### src/rtl/bcd_time_counter_if.sv
// Set-port and display-digit bundle for bcd_time_counter.
// master: drives enable/set requests and observes the time digits and strobes.
// slave : the counter itself.
interface bcd_time_counter_if;
    logic       en;
    logic       set_load;
    logic [2:0] set_sel;
    logic [3:0] set_tens;
    logic [3:0] set_ones;
    logic       set_pm;

    logic [3:0] sec_ones;
    logic [2:0] sec_tens;
    logic [3:0] min_ones;
    logic [2:0] min_tens;
    logic [3:0] hr_ones;
    logic [1:0] hr_tens;
    logic       pm;
    logic       tick;
    logic       day_wrap;
    logic       set_err;
    logic       alarm_hit;

    modport master (
        output en, set_load, set_sel, set_tens, set_ones, set_pm,
        input  sec_ones, sec_tens, min_ones, min_tens, hr_ones, hr_tens,
        input  pm, tick, day_wrap, set_err, alarm_hit
    );

    modport slave (
        input  en, set_load, set_sel, set_tens, set_ones, set_pm,
        output sec_ones, sec_tens, min_ones, min_tens, hr_ones, hr_tens,
        output pm, tick, day_wrap, set_err, alarm_hit
    );
endinterface

### src/rtl/bcd_time_counter.sv
// HH:MM:SS BCD time-of-day counter with prescaler, 24h/12h hour modes,
// validated per-field set port and tick/day-wrap strobes.
// Optional alarm compare is built when BCD_TIME_ALARM_EN is defined;
// without it set_sel 3/4 are rejected and alarm_hit is tied low.
module bcd_time_counter #(
    parameter int unsigned DIV      = 50_000_000,
    parameter bit          MODE_12H = 1'b0
) (
    input  logic              clk,
    input  logic              rst,
    bcd_time_counter_if.slave bus
);

    localparam int unsigned   PW          = (DIV > 1) ? $clog2(DIV) : 1;
    localparam logic [PW-1:0] PRE_LAST    = PW'(DIV - 1);
    localparam logic [1:0]    HR_RST_TENS = MODE_12H ? 2'd1 : 2'd0;
    localparam logic [3:0]    HR_RST_ONES = MODE_12H ? 4'd2 : 4'd0;

    localparam logic [2:0] SEL_SEC  = 3'd0;
    localparam logic [2:0] SEL_MIN  = 3'd1;
    localparam logic [2:0] SEL_HOUR = 3'd2;
    localparam logic [2:0] SEL_AMIN = 3'd3;
    localparam logic [2:0] SEL_AHR  = 3'd4;

    logic [PW-1:0] presc_q;
    logic [3:0]    sec_ones_q, min_ones_q, hr_ones_q;
    logic [2:0]    sec_tens_q, min_tens_q;
    logic [1:0]    hr_tens_q;
    logic          pm_q;
    logic          tick_q, wrap_q, err_q;

    logic [3:0]    sec_ones_n, min_ones_n, hr_ones_n;
    logic [2:0]    sec_tens_n, min_tens_n;
    logic [1:0]    hr_tens_n;
    logic          pm_n;

    logic          field_ok_c;
    logic          load_c;
    logic          reject_c;
    logic          step_c;
    logic          day_end_c;
    logic          sec_max_c;
    logic          min_max_c;

    function automatic logic [7:0] bcd_val(input logic [3:0] tens, input logic [3:0] ones);
        return ({4'd0, tens} * 8'd10) + {4'd0, ones};
    endfunction

    // Seconds/minutes digits: 00..59
    function automatic logic sexa_ok(input logic [3:0] tens, input logic [3:0] ones);
        return (tens <= 4'd5) && (ones <= 4'd9);
    endfunction

    // Hour digits: 00..23 in 24h mode, 01..12 in 12h mode
    function automatic logic hour_ok(input logic [3:0] tens, input logic [3:0] ones);
        logic [7:0] v;
        v = bcd_val(tens, ones);
        if ((tens > 4'd9) || (ones > 4'd9)) begin
            return 1'b0;
        end
        if (MODE_12H) begin
            return (v >= 8'd1) && (v <= 8'd12);
        end
        return (tens <= 4'd2) && (v <= 8'd23);
    endfunction

    // Set-port validation: field select and digit ranges
    always_comb begin
        field_ok_c = 1'b0;
        case (bus.set_sel)
            SEL_SEC, SEL_MIN: field_ok_c = sexa_ok(bus.set_tens, bus.set_ones);
            SEL_HOUR:         field_ok_c = hour_ok(bus.set_tens, bus.set_ones);
`ifdef BCD_TIME_ALARM_EN
            SEL_AMIN:         field_ok_c = sexa_ok(bus.set_tens, bus.set_ones);
            SEL_AHR:          field_ok_c = hour_ok(bus.set_tens, bus.set_ones);
`endif
            default:          field_ok_c = 1'b0;
        endcase
    end

    assign load_c    = bus.set_load & field_ok_c;
    assign reject_c  = bus.set_load & ~field_ok_c;
    // A valid load on the step edge discards the whole step
    assign step_c    = bus.en && (presc_q == PRE_LAST) && !load_c;
    assign sec_max_c = (sec_tens_q == 3'd5) && (sec_ones_q == 4'd9);
    assign min_max_c = (min_tens_q == 3'd5) && (min_ones_q == 4'd9);

    // Next time value for a step: all carries resolve in one edge
    always_comb begin
        sec_ones_n = sec_ones_q;
        sec_tens_n = sec_tens_q;
        min_ones_n = min_ones_q;
        min_tens_n = min_tens_q;
        hr_ones_n  = hr_ones_q;
        hr_tens_n  = hr_tens_q;
        pm_n       = pm_q;
        day_end_c  = 1'b0;
        if (step_c) begin
            sec_ones_n = (sec_ones_q == 4'd9) ? 4'd0 : sec_ones_q + 4'd1;
            if (sec_ones_q == 4'd9) begin
                sec_tens_n = (sec_tens_q == 3'd5) ? 3'd0 : sec_tens_q + 3'd1;
            end
            if (sec_max_c) begin
                min_ones_n = (min_ones_q == 4'd9) ? 4'd0 : min_ones_q + 4'd1;
                if (min_ones_q == 4'd9) begin
                    min_tens_n = (min_tens_q == 3'd5) ? 3'd0 : min_tens_q + 3'd1;
                end
            end
            if (sec_max_c && min_max_c) begin
                if (MODE_12H) begin
                    if ((hr_tens_q == 2'd1) && (hr_ones_q == 4'd2)) begin
                        hr_tens_n = 2'd0;
                        hr_ones_n = 4'd1;
                    end else if ((hr_tens_q == 2'd1) && (hr_ones_q == 4'd1)) begin
                        hr_ones_n = 4'd2;
                        pm_n      = ~pm_q;
                        day_end_c = pm_q;
                    end else if (hr_ones_q == 4'd9) begin
                        hr_ones_n = 4'd0;
                        hr_tens_n = hr_tens_q + 2'd1;
                    end else begin
                        hr_ones_n = hr_ones_q + 4'd1;
                    end
                end else begin
                    if ((hr_tens_q == 2'd2) && (hr_ones_q == 4'd3)) begin
                        hr_tens_n = 2'd0;
                        hr_ones_n = 4'd0;
                        day_end_c = 1'b1;
                    end else if (hr_ones_q == 4'd9) begin
                        hr_ones_n = 4'd0;
                        hr_tens_n = hr_tens_q + 2'd1;
                    end else begin
                        hr_ones_n = hr_ones_q + 4'd1;
                    end
                end
            end
        end
    end

    // Prescaler, time registers and tick/day-wrap/set-error strobes
    always_ff @(posedge clk) begin
        if (rst) begin
            presc_q    <= '0;
            sec_ones_q <= 4'd0;
            sec_tens_q <= 3'd0;
            min_ones_q <= 4'd0;
            min_tens_q <= 3'd0;
            hr_ones_q  <= HR_RST_ONES;
            hr_tens_q  <= HR_RST_TENS;
            pm_q       <= 1'b0;
            tick_q     <= 1'b0;
            wrap_q     <= 1'b0;
            err_q      <= 1'b0;
        end else begin
            tick_q <= step_c;
            wrap_q <= step_c & day_end_c;
            err_q  <= reject_c;
            if (load_c) begin
                presc_q <= '0;
                case (bus.set_sel)
                    SEL_SEC: begin
                        sec_tens_q <= 3'(bus.set_tens);
                        sec_ones_q <= bus.set_ones;
                    end
                    SEL_MIN: begin
                        min_tens_q <= 3'(bus.set_tens);
                        min_ones_q <= bus.set_ones;
                    end
                    SEL_HOUR: begin
                        hr_tens_q <= 2'(bus.set_tens);
                        hr_ones_q <= bus.set_ones;
                        pm_q      <= MODE_12H ? bus.set_pm : 1'b0;
                    end
                    default: begin
                    end
                endcase
            end else begin
                if (bus.en) begin
                    presc_q <= (presc_q == PRE_LAST) ? '0 : presc_q + PW'(1);
                end
                sec_ones_q <= sec_ones_n;
                sec_tens_q <= sec_tens_n;
                min_ones_q <= min_ones_n;
                min_tens_q <= min_tens_n;
                hr_ones_q  <= hr_ones_n;
                hr_tens_q  <= hr_tens_n;
                pm_q       <= pm_n;
            end
        end
    end

`ifdef BCD_TIME_ALARM_EN
    logic [2:0] alm_min_tens_q;
    logic [3:0] alm_min_ones_q;
    logic [1:0] alm_hr_tens_q;
    logic [3:0] alm_hr_ones_q;
    logic       alm_pm_q;
    logic       hit_q;
    logic       alarm_match_c;

    // Alarm matches only when a step lands on HH:MM:00
    assign alarm_match_c = step_c
                        && (sec_ones_n == 4'd0) && (sec_tens_n == 3'd0)
                        && (min_ones_n == alm_min_ones_q) && (min_tens_n == alm_min_tens_q)
                        && (hr_ones_n == alm_hr_ones_q) && (hr_tens_n == alm_hr_tens_q)
                        && (pm_n == alm_pm_q);

    // Alarm registers and registered alarm strobe
    always_ff @(posedge clk) begin
        if (rst) begin
            alm_min_tens_q <= 3'd0;
            alm_min_ones_q <= 4'd0;
            alm_hr_tens_q  <= HR_RST_TENS;
            alm_hr_ones_q  <= HR_RST_ONES;
            alm_pm_q       <= 1'b0;
            hit_q          <= 1'b0;
        end else begin
            hit_q <= alarm_match_c;
            if (load_c && (bus.set_sel == SEL_AMIN)) begin
                alm_min_tens_q <= 3'(bus.set_tens);
                alm_min_ones_q <= bus.set_ones;
            end
            if (load_c && (bus.set_sel == SEL_AHR)) begin
                alm_hr_tens_q <= 2'(bus.set_tens);
                alm_hr_ones_q <= bus.set_ones;
                alm_pm_q      <= MODE_12H ? bus.set_pm : 1'b0;
            end
        end
    end

    assign bus.alarm_hit = hit_q;
`else
    assign bus.alarm_hit = 1'b0;
`endif

    assign bus.sec_ones = sec_ones_q;
    assign bus.sec_tens = sec_tens_q;
    assign bus.min_ones = min_ones_q;
    assign bus.min_tens = min_tens_q;
    assign bus.hr_ones  = hr_ones_q;
    assign bus.hr_tens  = hr_tens_q;
    assign bus.pm       = pm_q;
    assign bus.tick     = tick_q;
    assign bus.day_wrap = wrap_q;
    assign bus.set_err  = err_q;

endmodule

### src/flat_wrapper.sv
// flat-port wrapper written by rule: the top's interface ports become plain ports
module bcd_time_counter_flat 
#(
    parameter int unsigned DIV      = 50_000_000,
    parameter bit          MODE_12H = 1'b0
)
  (clk, rst, bus_en, bus_set_load, bus_set_sel, bus_set_tens, bus_set_ones, bus_set_pm, bus_sec_ones, bus_sec_tens, bus_min_ones, bus_min_tens, bus_hr_ones, bus_hr_tens, bus_pm, bus_tick, bus_day_wrap, bus_set_err, bus_alarm_hit);
  bcd_time_counter_if bus_i ();
  input  logic clk;
  input  logic rst;
  input wire logic [$bits(bus_i.en)-1:0] bus_en;
  input wire logic [$bits(bus_i.set_load)-1:0] bus_set_load;
  input wire logic [$bits(bus_i.set_sel)-1:0] bus_set_sel;
  input wire logic [$bits(bus_i.set_tens)-1:0] bus_set_tens;
  input wire logic [$bits(bus_i.set_ones)-1:0] bus_set_ones;
  input wire logic [$bits(bus_i.set_pm)-1:0] bus_set_pm;
  output wire logic [$bits(bus_i.sec_ones)-1:0] bus_sec_ones;
  output wire logic [$bits(bus_i.sec_tens)-1:0] bus_sec_tens;
  output wire logic [$bits(bus_i.min_ones)-1:0] bus_min_ones;
  output wire logic [$bits(bus_i.min_tens)-1:0] bus_min_tens;
  output wire logic [$bits(bus_i.hr_ones)-1:0] bus_hr_ones;
  output wire logic [$bits(bus_i.hr_tens)-1:0] bus_hr_tens;
  output wire logic [$bits(bus_i.pm)-1:0] bus_pm;
  output wire logic [$bits(bus_i.tick)-1:0] bus_tick;
  output wire logic [$bits(bus_i.day_wrap)-1:0] bus_day_wrap;
  output wire logic [$bits(bus_i.set_err)-1:0] bus_set_err;
  output wire logic [$bits(bus_i.alarm_hit)-1:0] bus_alarm_hit;
  assign bus_i.en = bus_en;
  assign bus_i.set_load = bus_set_load;
  assign bus_i.set_sel = bus_set_sel;
  assign bus_i.set_tens = bus_set_tens;
  assign bus_i.set_ones = bus_set_ones;
  assign bus_i.set_pm = bus_set_pm;
  assign bus_sec_ones = bus_i.sec_ones;
  assign bus_sec_tens = bus_i.sec_tens;
  assign bus_min_ones = bus_i.min_ones;
  assign bus_min_tens = bus_i.min_tens;
  assign bus_hr_ones = bus_i.hr_ones;
  assign bus_hr_tens = bus_i.hr_tens;
  assign bus_pm = bus_i.pm;
  assign bus_tick = bus_i.tick;
  assign bus_day_wrap = bus_i.day_wrap;
  assign bus_set_err = bus_i.set_err;
  assign bus_alarm_hit = bus_i.alarm_hit;
  bcd_time_counter #(.DIV(DIV), .MODE_12H(MODE_12H)) u_core (.clk(clk), .rst(rst), .bus(bus_i));
endmodule
### config.mk
export PLATFORM = sky130hd
export DESIGN_NAME = bcd_time_counter_flat
export DESIGN_NICKNAME = d
export VERILOG_FILES = /design/src/rtl/bcd_time_counter_if.sv /design/src/rtl/bcd_time_counter.sv /design/src/flat_wrapper.sv
export SDC_FILE = /design/constraint.sdc
export NUM_CORES = 1
export LEC_CHECK = 0
export CAP_MARGIN = 20
export CORE_UTILIZATION = 50
export DETAILED_ROUTE_END_ITERATION = 12
export DONT_BUFFER_PORTS = 1
export PLACE_DENSITY = 0.7
export SYNTH_ARGS = -nofsm -noshare
export SYNTH_HDL_FRONTEND = slang
export SYNTH_SLANG_ARGS = --single-unit
### constraint.sdc
create_clock -name clk -period 3.7 [get_ports clk]
set_clock_uncertainty 0.05 [all_clocks]
set_input_delay 0.74 -clock clk [delete_from_list [all_inputs] [get_ports clk]]
set_output_delay 0.74 -clock clk [all_outputs]
set_load 0.02 [all_outputs]
# ---- Word level (Yosys, flattened, before mapping)
# Index checks and enable logic that the tools add are counted.
dict set report op_classes {
  add_sub_neg 8
  n_mul 1
  order_cmp 6
  eq_ne 13
  mux 41
  bitwise 4
  reduce_logical 25
}
# op count
set op_table {}
lappend op_table {{4-bit 2-to-1 mux} 15}
lappend op_table {{3-bit 2-to-1 mux} 11}
lappend op_table {{26-bit by 1-bit adder with 26-bit output (second input constant)} 1}
lappend op_table {{26-bit == test (second input constant)} 1}
lappend op_table {{26-bit 2-to-1 mux} 1}
lappend op_table {{4-bit by 1-bit adder with 4-bit output (second input constant)} 3}
lappend op_table {{4-bit == test (second input constant)} 3}
lappend op_table {{2-bit 2-to-1 mux} 6}
lappend op_table {{2-bit nonzero test} 5}
lappend op_table {{3-bit AND reduction} 3}
lappend op_table {{8-bit by 4-bit adder with 8-bit output} 1}
lappend op_table {{4-bit greater-than comparator (second input constant)} 2}
lappend op_table {{8-bit by 5-bit <= comparator with 1-bit output (second input constant)} 1}
lappend op_table {{1-bit logical AND} 8}
lappend op_table {{4-bit AND reduction} 2}
lappend op_table {{4-bit by 3-bit multiplier with 7-bit output (second input constant)} 1}
lappend op_table {{1-bit 2-to-1 mux} 7}
lappend op_table {{3-bit by 1-bit adder with 3-bit output (second input constant)} 2}
lappend op_table {{3-bit == test (second input constant)} 2}
lappend op_table {{2-bit inequality test (second input constant)} 3}
lappend op_table {{4-bit by 2-bit == test with 1-bit output (second input constant)} 1}
lappend op_table {{4-bit by 2-bit <= comparator with 1-bit output (second input constant)} 1}
lappend op_table {{4-bit by 3-bit <= comparator with 1-bit output (second input constant)} 1}
lappend op_table {{4-bit <= comparator (second input constant)} 1}
lappend op_table {{other kinds (13)} 16}
dict set report word_totals {
  ff_bits 49
  output_inout_bits 25
  word_cells 108
}

# ---- Longest topological paths before layout
# Gate-level depths: netlist of run 1.
dict set report depth {
  ltp_word 11
  depth_mapped 13
  mapped_depth_nobuf 11
}

# ---- Worst setup path after synthesis of run 1
# Ideal clock, no wire load.
dict set report synth_path {
  path_kind {input port to flip-flop}
  start {input port bus_set_tens[1]}
  end {register u_core.min_ones_q[1] (netlist: u_core.bus.min_ones[1])}
  setup_time_ns 0.116
  arrival_time_ns 3.317
  required_ns 3.534
  slack_ns 0.217
  stages 11
  path_buffers 0
  path_cell_list {ha_1 -> ha_1 -> inv_1 -> fa_1 -> o21ai_0 -> and3b_1 -> or4b_4 -> o21ba_4 -> o21ai_2 -> a2111oi_0 -> a41o_1}
}
dict set report synth_between {
  elab_chain_len 11
  elab_cells_between_ends 21
}
# element line
set synth_lines {}
lappend synth_lines {{start, declared} flat_wrapper.sv:14} ;# input wire logic [$bits(bus_i.set_tens)-1:0] bus_set_tens;
lappend synth_lines {{4-bit by 3-bit multiplier with 7-bit output / 4-bit greater-than comparator (equally long branches)} {bcd_time_counter.sv:46, bcd_time_counter.sv:58}}
lappend synth_lines {{8-bit by 4-bit adder with 8-bit output / 1-bit logical OR (equally long branches)} {bcd_time_counter.sv:46, bcd_time_counter.sv:58}}
lappend synth_lines {{8-bit by 5-bit <= comparator with 1-bit output / 1-bit 2-to-1 mux (equally long branches)} {bcd_time_counter.sv:64, bcd_time_counter.sv:58}}
lappend synth_lines {{1-bit logical AND / 1-bit 2-to-1 mux (equally long branches)} {bcd_time_counter.sv:64, bcd_time_counter.sv:70}}
lappend synth_lines {{1-bit 2-to-1 mux} bcd_time_counter.sv:61} ;# if (MODE_12H) begin
lappend synth_lines {{1-bit case mux with 2 select lines *} bcd_time_counter.sv:70} ;# case (bus.set_sel)
lappend synth_lines {{1-bit AND *} bcd_time_counter.sv:81} ;# assign load_c = bus.set_load & field_ok_c;
lappend synth_lines {{1-bit logical NOT} bcd_time_counter.sv:84} ;# assign step_c = bus.en && (presc_q == PRE_LAST) && !load_c;
lappend synth_lines {{1-bit logical AND} bcd_time_counter.sv:84}
lappend synth_lines {{2-bit nonzero test (no source line)} n/a}
lappend synth_lines {{3-bit AND reduction (no source line)} n/a}
lappend synth_lines {{end signal, assigned} bcd_time_counter.sv:167} ;# min_ones_q <= bus.set_ones;
lappend synth_lines {{end signal, assigned} bcd_time_counter.sv:183} ;# min_ones_q <= min_ones_n;
lappend synth_lines {{end, declared} bcd_time_counter.sv:26} ;# logic [3:0] sec_ones_q, min_ones_q, hr_ones_q;
# Mark *: on every way between the ends. The rest lies on a longest branch, timed or not. The select of a mux whose other input is x is not followed.
# A chain may end at the register's enable or synchronous reset.

# ---- Final worst setup path of run 1
# Same ends and word-level chain as after synthesis.

==> qor.yml, run 1 <==
status: "finished, final reports clean"
startpoint_type: "input pin"
synth_simple_gate_area_share_pct: 28.5
ys_seq_area_share_pct: 33.1
synth.area.mux_share_pct: 1.77
rsz0062_at_grt: "no"
core_area_sq_um: 5610
crit_chain: "ha_1, ha_1, inv_1, fa_1, o21ai_0, and3b_1, or4b_4, o21bai_4, buf_4, a221oi_1, a2111oi_0, a41o_1"
power_density_nw_per_um2: 290
root_buffer: "clkbuf_8"
crit_arrival_ps: 3590
critPathTopFamily: "compound AO/OA/AOI/OAI gates"
synth_top_family_by_area: "simple AND/OR/NAND/NOR gates"
drtPass1Iterations: 4
syn-instance-count: 354
initial_core_util_pct: 52.8
synth_cell_types: 66
synth_compound_area_share_pct: 18.7
grt_max_degree: 24
die_h_um: 79.0
worstMarginPinSlew_ps: 616
p_leak_nw: 1.10
postCtsSetupBuffers: 0
cts.sinks: 49
setup_viol: 0
synth.avg_cell_area_sq_um: 8.37
io_pins: 41
holdBufCountCts: 0
drtAntennaViolNets: 0
nets: 387
report.final.slew_viol_count: 0
routabilityCongestion: 0.864
clk_pin_slew_worst_paths_ps: 90
synth_edf_count: 0
drt-initial-drc-count: 94
hold_violations: 0
critPathMaxFanout: 8
critPathCaptureType: "flop"
critPathMaxStageDelay_ps: 560
clockBufferDepth: 2
vias_per_cell: 5.96
grt-ovfl-total: 0
crit_top_cell: "ha_1"
dp_hpwl_um: 5030
drv_cap: 0
synth_fa_ha_area_share_pct: 5.15
path_buf_inv: 2
grt.total_usage_pct: 23.2
utilization_pct: 56.0
synthArstFlopShare_pct: 0
grt_pass1_vias: 2480
antenna_found_initial: 0
critical_path_required_ps: 3900
wl_per_cell_um: 15.8
cts_buffers: 5
period_minus_slack_ps: 3390
h-tree-depth: 2
drive_above_1_share_pct: 9.70
drc: 0
io_buffers: 0
num_antenna_cells: 0
cp_slowest_cell: "or4b_4"
die_w_um: 79.0
fin_cells: 433
vias: 2579
fmax_mhz: 295
cts-resized-gates: 0
slew_headroom_pct: 57.9
post-route-period-util_pct: 91.6
ys_ff_latch: 49
ir_worst_vdd_uv: 157
die_area_sq_um: 6240
syn2layout_area_growth_pct: 6.08
grt_first_pass_wirelength_um: 11400
hold_class: "in2reg"
synth_area_sq_um: 2960
yosysWarnings: 0
ys.flop_type: "dfxtp_1"
worstSetupPathType: "in2reg"
synth_xor_area_share_pct: 7.39
place_inst: 425
clk_latency_ps: 300
num_rows: 27
cts_tree: "built"
wl_um: 6830
## logic make-up (layout without fill, tap and decap cells)
family	Yosys count	in the layout
AOI/OAI and AO/OA	72	72
xor gates and xnor gates	25	25
adders and majority gates	11	11
buffers and inverters	28	34
DFF	49	49
muxes	5	5
other	1	2
and+or+nand+nor	163	163
## report_power, final
| group | internal [mW] | leakage, nW | total, mW | switching (mW) |
|---|---|---|---|---|
| Sequential | 0.530 | 0.395 | 0.536 | 0.00537 |
| Clock | 0.132 | 0.0450 | 0.310 | 0.178 |
| Combinational | 0.0278 | 0.657 | 0.0673 | 0.0394 |
## layer usage
layer  vias up  share of wire [%]  global-route usage [%]
li1       1292                  -                       -
met1      1210                 43                    26.4
met2        71                 51                    41.2
met3         6                5.6                    7.01
met4         0               0.89                    7.27
met5         -                  0                       0
## Yosys cell counts (5+ instances only)
cell	n	area [sq um]
nor2_1	50	188
dfxtp_1	49	981
nand2_1	28	105
nand3_1	25	125
xor2_1	16	140
a21oi_1	14	70.1
nor3_1	13	65.1
inv_1	12	45.0
o21ai_0	12	60.1
ha_1	9	113
xnor2_1	9	78.8
and3_1	7	43.8
buf_2	7	35.0
a31oi_1	6	37.5
nand3b_1	6	45.0
nand4_1	6	37.5
or4_1	5	37.5
## worst reg2reg max path, cell delays in order (launching register included)
cell      delay (ps)
dfxtp_1          550
nor4bb_1         580
nand4b_1         320
or3_1            480
or4_1            530
a31oi_1          170
## per-stage QoR
stage               total power, mW  setup WS, ps  cell area (sq um)  TNS (ps)  hold WS, ps
finish                        0.913           309               3140         0          444
global route                  0.954           172               3140         0          430
CTS                           0.920           306               3140         0          437
detailed placement            0.615         -11.9               3060     -11.9          438
global placement              0.612          74.2               3060         0          422
floorplan                     0.607           217               2970         0          412
## worst paths after layout
path | start | to | slack, ps | cells after the start
worst max-delay path | bus_set_tens[1] | u_core.bus.min_ones[1] | 310 | 12
worst min-delay path | rst | u_core.bus.min_tens[1] | 440 | 1
worst max register to register | u_core.bus.sec_ones[3] | u_core.bus.hr_ones[3] | 960 | 5
worst min register to register | u_core.presc_q[1] | u_core.presc_q[1] | 450 | 2
## layout by cell type (no fill, tap or decap), drive strengths merged, types with 4 or more instances in the layout
cell,count
nand4,6
nand2,28
o21ai,14
clkbuf,6
inv,12
a211oi,4
xor2,16
nor2,51
and3,7
buf,13
or4,5
xnor2,9
dfxtp,49
nor3,13
a2111oi,4
a31oi,6
nand3b,6
nand3,25
a21oi,14
ha,9
## sequential cells by signal, summed over array words and instances (netlist names)
signal               count
u_core.presc_q          26
u_core.bus.hr_ones       4
u_core.bus.min_ones      4
u_core.bus.sec_ones      4
u_core.bus.min_tens      3
u_core.bus.sec_tens      3
u_core.bus.hr_tens       2
u_core.bus.day_wrap      1
u_core.bus.set_err       1
u_core.bus.tick          1
## area by class of cell
cell class                 count  area, sq um
sequential                    49          981
clock buffer                   6         72.6
inverter                      13         48.8
fill                         538         2460
timing repair buffer          13          110
multi-input combinational    278         1830
clock inverter                 2         10.0
tap                           72         90.1
(Power assumes the default switching activity.)
==> inputs of run 2 (changes only) <==
--- a/config.mk
+++ b/config.mk
@@ -6,10 +6,10 @@
 export NUM_CORES = 1
 export LEC_CHECK = 0
 export CAP_MARGIN = 20
-export CORE_UTILIZATION = 50
+export CORE_UTILIZATION = 40
 export DETAILED_ROUTE_END_ITERATION = 12
 export DONT_BUFFER_PORTS = 1
-export PLACE_DENSITY = 0.7
+export PLACE_DENSITY = 0.59
 export SYNTH_ARGS = -nofsm -noshare
 export SYNTH_HDL_FRONTEND = slang
 export SYNTH_SLANG_ARGS = --single-unit
==> qor.yml, run 2 (synthesized netlist as in run 1, its figures left out) <==
status: "finished, final reports clean"
combinationalPowerShare_pct: 6.6
largest_reg_flops: 26
dp_hpwl_um: 5190
pre_cts_slack_ps: 51.5
hold_depth: 1
fmax_mhz: 297
largest-register: "u_core.presc_q"
clockBufferDepth: 2
drtPass1Iterations: 4
holdBufCountCts: 0
power.switching_mw: 0.231
ir_worst_vdd_uv: 209
clk_pin_slew_worst_paths_ps: 100
r2r-start: "u_core.presc_q[18]"
critical_path_required_ps: 3830
crit_arrival_ps: 3490
num_antenna_cells: 0
worstSetupPathType: "in2reg"
vias: 2529
clkPwrFrac_pct: 40.3
hold_violations: 0
grt.total_usage_pct: 19.5
die_h_um: 88.1
grt_max_degree: 24
most-common-layout-cells: "nor2_1 (50), dfxtp_1 (49), nand2_1 (28)"
num_rows: 31
layout_commonest_cell: "nor2_1"
die_area_sq_um: 7760
power_frac_seq_pct: 53.0
cts_buffers: 5
wl_per_cell_um: 15.2
drv_cap: 0
syn2layout_area_growth_pct: 9.12
fin_total_pwr_mw: 1.01
rrSetupSlack_ps: 1110
initial_core_util_pct: 41.1
hold_end: "u_core.bus.hr_ones[1]"
placed_area_sq_um: 3120
fin_cells: 463
post-route-period-util_pct: 90.9
critPathCaptureType: "flop"
rr_worst_depth: 7
power_density_nw_per_um2: 313
r2r-end: "u_core.bus.hr_ones[2]"
cts_tree: "built"
io_buffers: 0
root_buffer: "clkbuf_8"
rsz0062_at_grt: "no"
grt_first_pass_wirelength_um: 11800
clk_latency_ps: 310
drive_above_1_share_pct: 10.4
cts-resized-gates: 0
wl_um: 7040
report.final.slew_viol_count: 0
swShare_pct: 22.9
internal-power_mw: 0.779
routabilityCongestion: 0.860
die_w_um: 88.1
setup_viol: 0
place_inst: 455
antenna_found_initial: 0
startpoint_type: "input pin"
drc: 0
grt_pass1_vias: 2529
h-tree-depth: 2
worstHoldStart: "rst"
grt-ovfl-total: 0
drtAntennaViolNets: 0
cts.sinks: 49
fin_area_sq_um: 3230
critPathMaxFanout: 8
hold_class: "in2reg"
io_pins: 41
core_area_sq_um: 7210
setup_slack_ps: 338
postCtsSetupBuffers: 0
p_leak_nw: 1.13
nets: 390
drt-initial-drc-count: 91
worstMarginPinSlew_ps: 567
period_minus_slack_ps: 3360
vias_per_cell: 5.46
tns_ps: 0
slew_headroom_pct: 62.1
[run 2: per-stage QoR]
step	utilization (%)	hold WS (ps)
6_report	44.8	438
5_1_grt	44.8	427
2_1_floorplan	-	412
3_5_place_dp	43.2	433
4_1_cts	44.8	438
3_3_place_gp	43.2	429
[run 2: worst max path at each step]
stage	start	end	slack [ps]	cells past startpoint
6_report	bus_set_tens[1]	u_core.bus.sec_tens[1]	340	12
5_1_grt	bus_set_tens[1]	u_core.bus.min_ones[1]	160	11
4_1_cts	bus_set_tens[1]	u_core.bus.sec_tens[1]	360	12
3_5_place_dp	bus_set_tens[1]	u_core.bus.sec_tens[1]	50	12
3_3_place_gp	bus_set_tens[1]	u_core.bus.sec_tens[1]	70	12
2_1_floorplan	bus_set_tens[1]	u_core.bus.min_ones[1]	220	11
[run 2: per-layer routing]
layer	global-route usage (%)	vias up	wire, um
met5	0	-	0
met4	4.69	0	55
met3	6.13	7	321
met2	35.6	39	3480
met1	22.1	1181	3190
li1	-	1302	-
[run 2: area by class of cell]
type | instances | area [sq um]
clock buffer | 7 | 86.3
clock inverter | 1 | 30.0
fill | 729 | 3980
inverter | 13 | 48.8
multi-input combinational | 278 | 1830
sequential | 49 | 981
tap | 99 | 124
timing repair buffer | 16 | 133
[run 2: critical path, stage by stage]
cell and delay (ps):
ha_1 260, ha_1 140, inv_1 40, fa_1 540, o21ai_0 100, and3b_1 170
or4b_4 560, o21bai_4 200, buf_4 160, a21oi_1 120, a21oi_1 320, o32ai_1 130
[run 2: power groups by stage]
stage | logic [mW] | clock network [mW] | registers (mW)
floorplan | 0.0595 | 0 | 0.547
detailed placement | 0.0667 | 0 | 0.548
global placement | 0.0651 | 0 | 0.548
CTS | 0.0669 | 0.415 | 0.536
finish | 0.0672 | 0.408 | 0.536
global route | 0.0763 | 0.435 | 0.536
==> inputs of run 3 (changes only) <==
--- a/config.mk
+++ b/config.mk
@@ -5,11 +5,11 @@
 export SDC_FILE = /design/constraint.sdc
 export NUM_CORES = 1
 export LEC_CHECK = 0
+export BUFFER_PORTS_ARGS = -buffer_cell sky130_fd_sc_hd__buf_2
 export CAP_MARGIN = 20
 export CORE_UTILIZATION = 40
 export DETAILED_ROUTE_END_ITERATION = 12
-export DONT_BUFFER_PORTS = 1
-export PLACE_DENSITY = 0.59
+export PLACE_DENSITY = 0.64
 export SYNTH_ARGS = -nofsm -noshare
 export SYNTH_HDL_FRONTEND = slang
 export SYNTH_SLANG_ARGS = --single-unit
==> qor.yml, run 3 (synthesized netlist as in run 1, its figures left out) <==
status: "finished, final reports clean"
place_inst: 498
syn2layout_area_growth_pct: 16.6
power_density_nw_per_um2: 282
drc: 0
num_antenna_cells: 0
die_h_um: 88.1
clockBufferDepth: 2
num_rows: 31
worstHoldStart: "u_core.presc_q[1]"
critPathCaptureType: "flop"
critPathMaxFanout: 6
wl_per_cell_um: 14.0
antenna_found_initial: 0
rr_worst_depth: 5
die_area_sq_um: 7760
tns_ps: 0
r2r-end: "u_core.bus.hr_ones[0]"
rrSetupSlack_ps: 1000
grt_max_degree: 24
h-tree-depth: 2
holdBufCountCts: 0
fmax_mhz: 286
die_w_um: 88.1
initial_core_util_pct: 41.1
largest-register: "u_core.presc_q"
ir_worst_vdd_uv: 129
clk_pin_slew_worst_paths_ps: 100
startpoint_type: "input pin"
grt.total_usage_pct: 19.1
wl_um: 7110
layout_commonest_cell: "nor2_1"
grt-ovfl-total: 0
io_pins: 41
worstSetupPathType: "in2reg"
nets: 433
hold_depth: 2
drv_cap: 0
grt_first_pass_wirelength_um: 11600
root_buffer: "clkbuf_8"
hold_class: "reg2reg"
largest_reg_flops: 26
rsz0062_at_grt: "no"
hold_end: "u_core.presc_q[1]"
utilization_pct: 47.9
p_leak_nw: 1.32
period_minus_slack_ps: 3500
cts_tree: "built"
drt-initial-drc-count: 100
dp_hpwl_um: 5350
vias: 2753
crit_arrival_ps: 3640
postCtsSetupBuffers: 0
drive_above_1_share_pct: 20.1
critical_path_required_ps: 3840
routabilityCongestion: 0.819
clk_latency_ps: 310
hold_violations: 0
slew_headroom_pct: 62.1
r2r-start: "u_core.bus.sec_ones[0]"
report.final.slew_viol_count: 0
fin_cells: 506
worstMarginPinSlew_ps: 561
post-route-period-util_pct: 94.5
drtAntennaViolNets: 0
cts-resized-gates: 0
setup_viol: 0
vias_per_cell: 5.44
io_buffers: 37
drtPass1Iterations: 4
cts_buffers: 5
core_area_sq_um: 7210
grt_pass1_vias: 2474
cts.sinks: 49
most-common-layout-cells: "nor2_1 (50), dfxtp_1 (49), buf_2 (37)"
run 3: layout make-up:
cell class	count	area, sq um
inverter	13	48.8
clock inverter	3	26.3
multi-input combinational	278	1830
tap	99	124
sequential	49	981
timing repair buffer	59	375
fill	720	3760
clock buffer	5	68.8
run 3: through the flow:
step / hold slack [ps] / worst slack [ps] / area (sq um) / total power, mW
global placement: 428 / -68.0 / 3360 / 0.643
detailed placement: 446 / -133 / 3360 / 0.645
CTS: 471 / 199 / 3450 / 0.984
global route: 498 / 49.1 / 3450 / 1.02
finish: 460 / 203 / 3450 / 0.974
floorplan: 412 / 217 / 2970 / 0.607
run 3: worst max-delay path by stage:
stage,startpoint,endpoint,slack [ps],cells past startpoint
after floorplan,bus_set_tens[1],u_core.bus.min_ones[1],220,11
after global routing,bus_set_tens[3],u_core.bus.sec_ones[3],50,13
final,bus_set_tens[1],u_core.bus.sec_ones[3],200,13
after detailed placement,bus_set_tens[1],u_core.bus.sec_ones[3],-130,13
after global placement,bus_set_tens[1],u_core.bus.sec_ones[3],-70,13
after CTS,bus_set_tens[1],u_core.bus.sec_ones[3],200,13
run 3: per-layer routing:
| layer | part of all wire [%] | GRT usage [%] | up-vias |
|---|---|---|---|
| met5 | 0 | 0 | - |
| met4 | 1.0 | 6.16 | 0 |
| met3 | 3.5 | 2.73 | 5 |
| met2 | 48 | 32.3 | 54 |
| met1 | 47 | 25.0 | 1306 |
| li1 | - | - | 1388 |
run 3: critical path, cell delays in order:
cell and delay, ps:
buf_2 110, ha_1 270, ha_1 140, inv_1 50
fa_1 540, o21ai_0 120, and3b_1 180, or4b_4 560
o21ba_4 250, nor3_1 370, buf_4 190, a21o_1 70
o31ai_1 50
run 3: power breakdown:
group          internal, mW  switching [mW]
clock network         0.138           0.202
registers             0.530         0.00319
logic                0.0391          0.0611
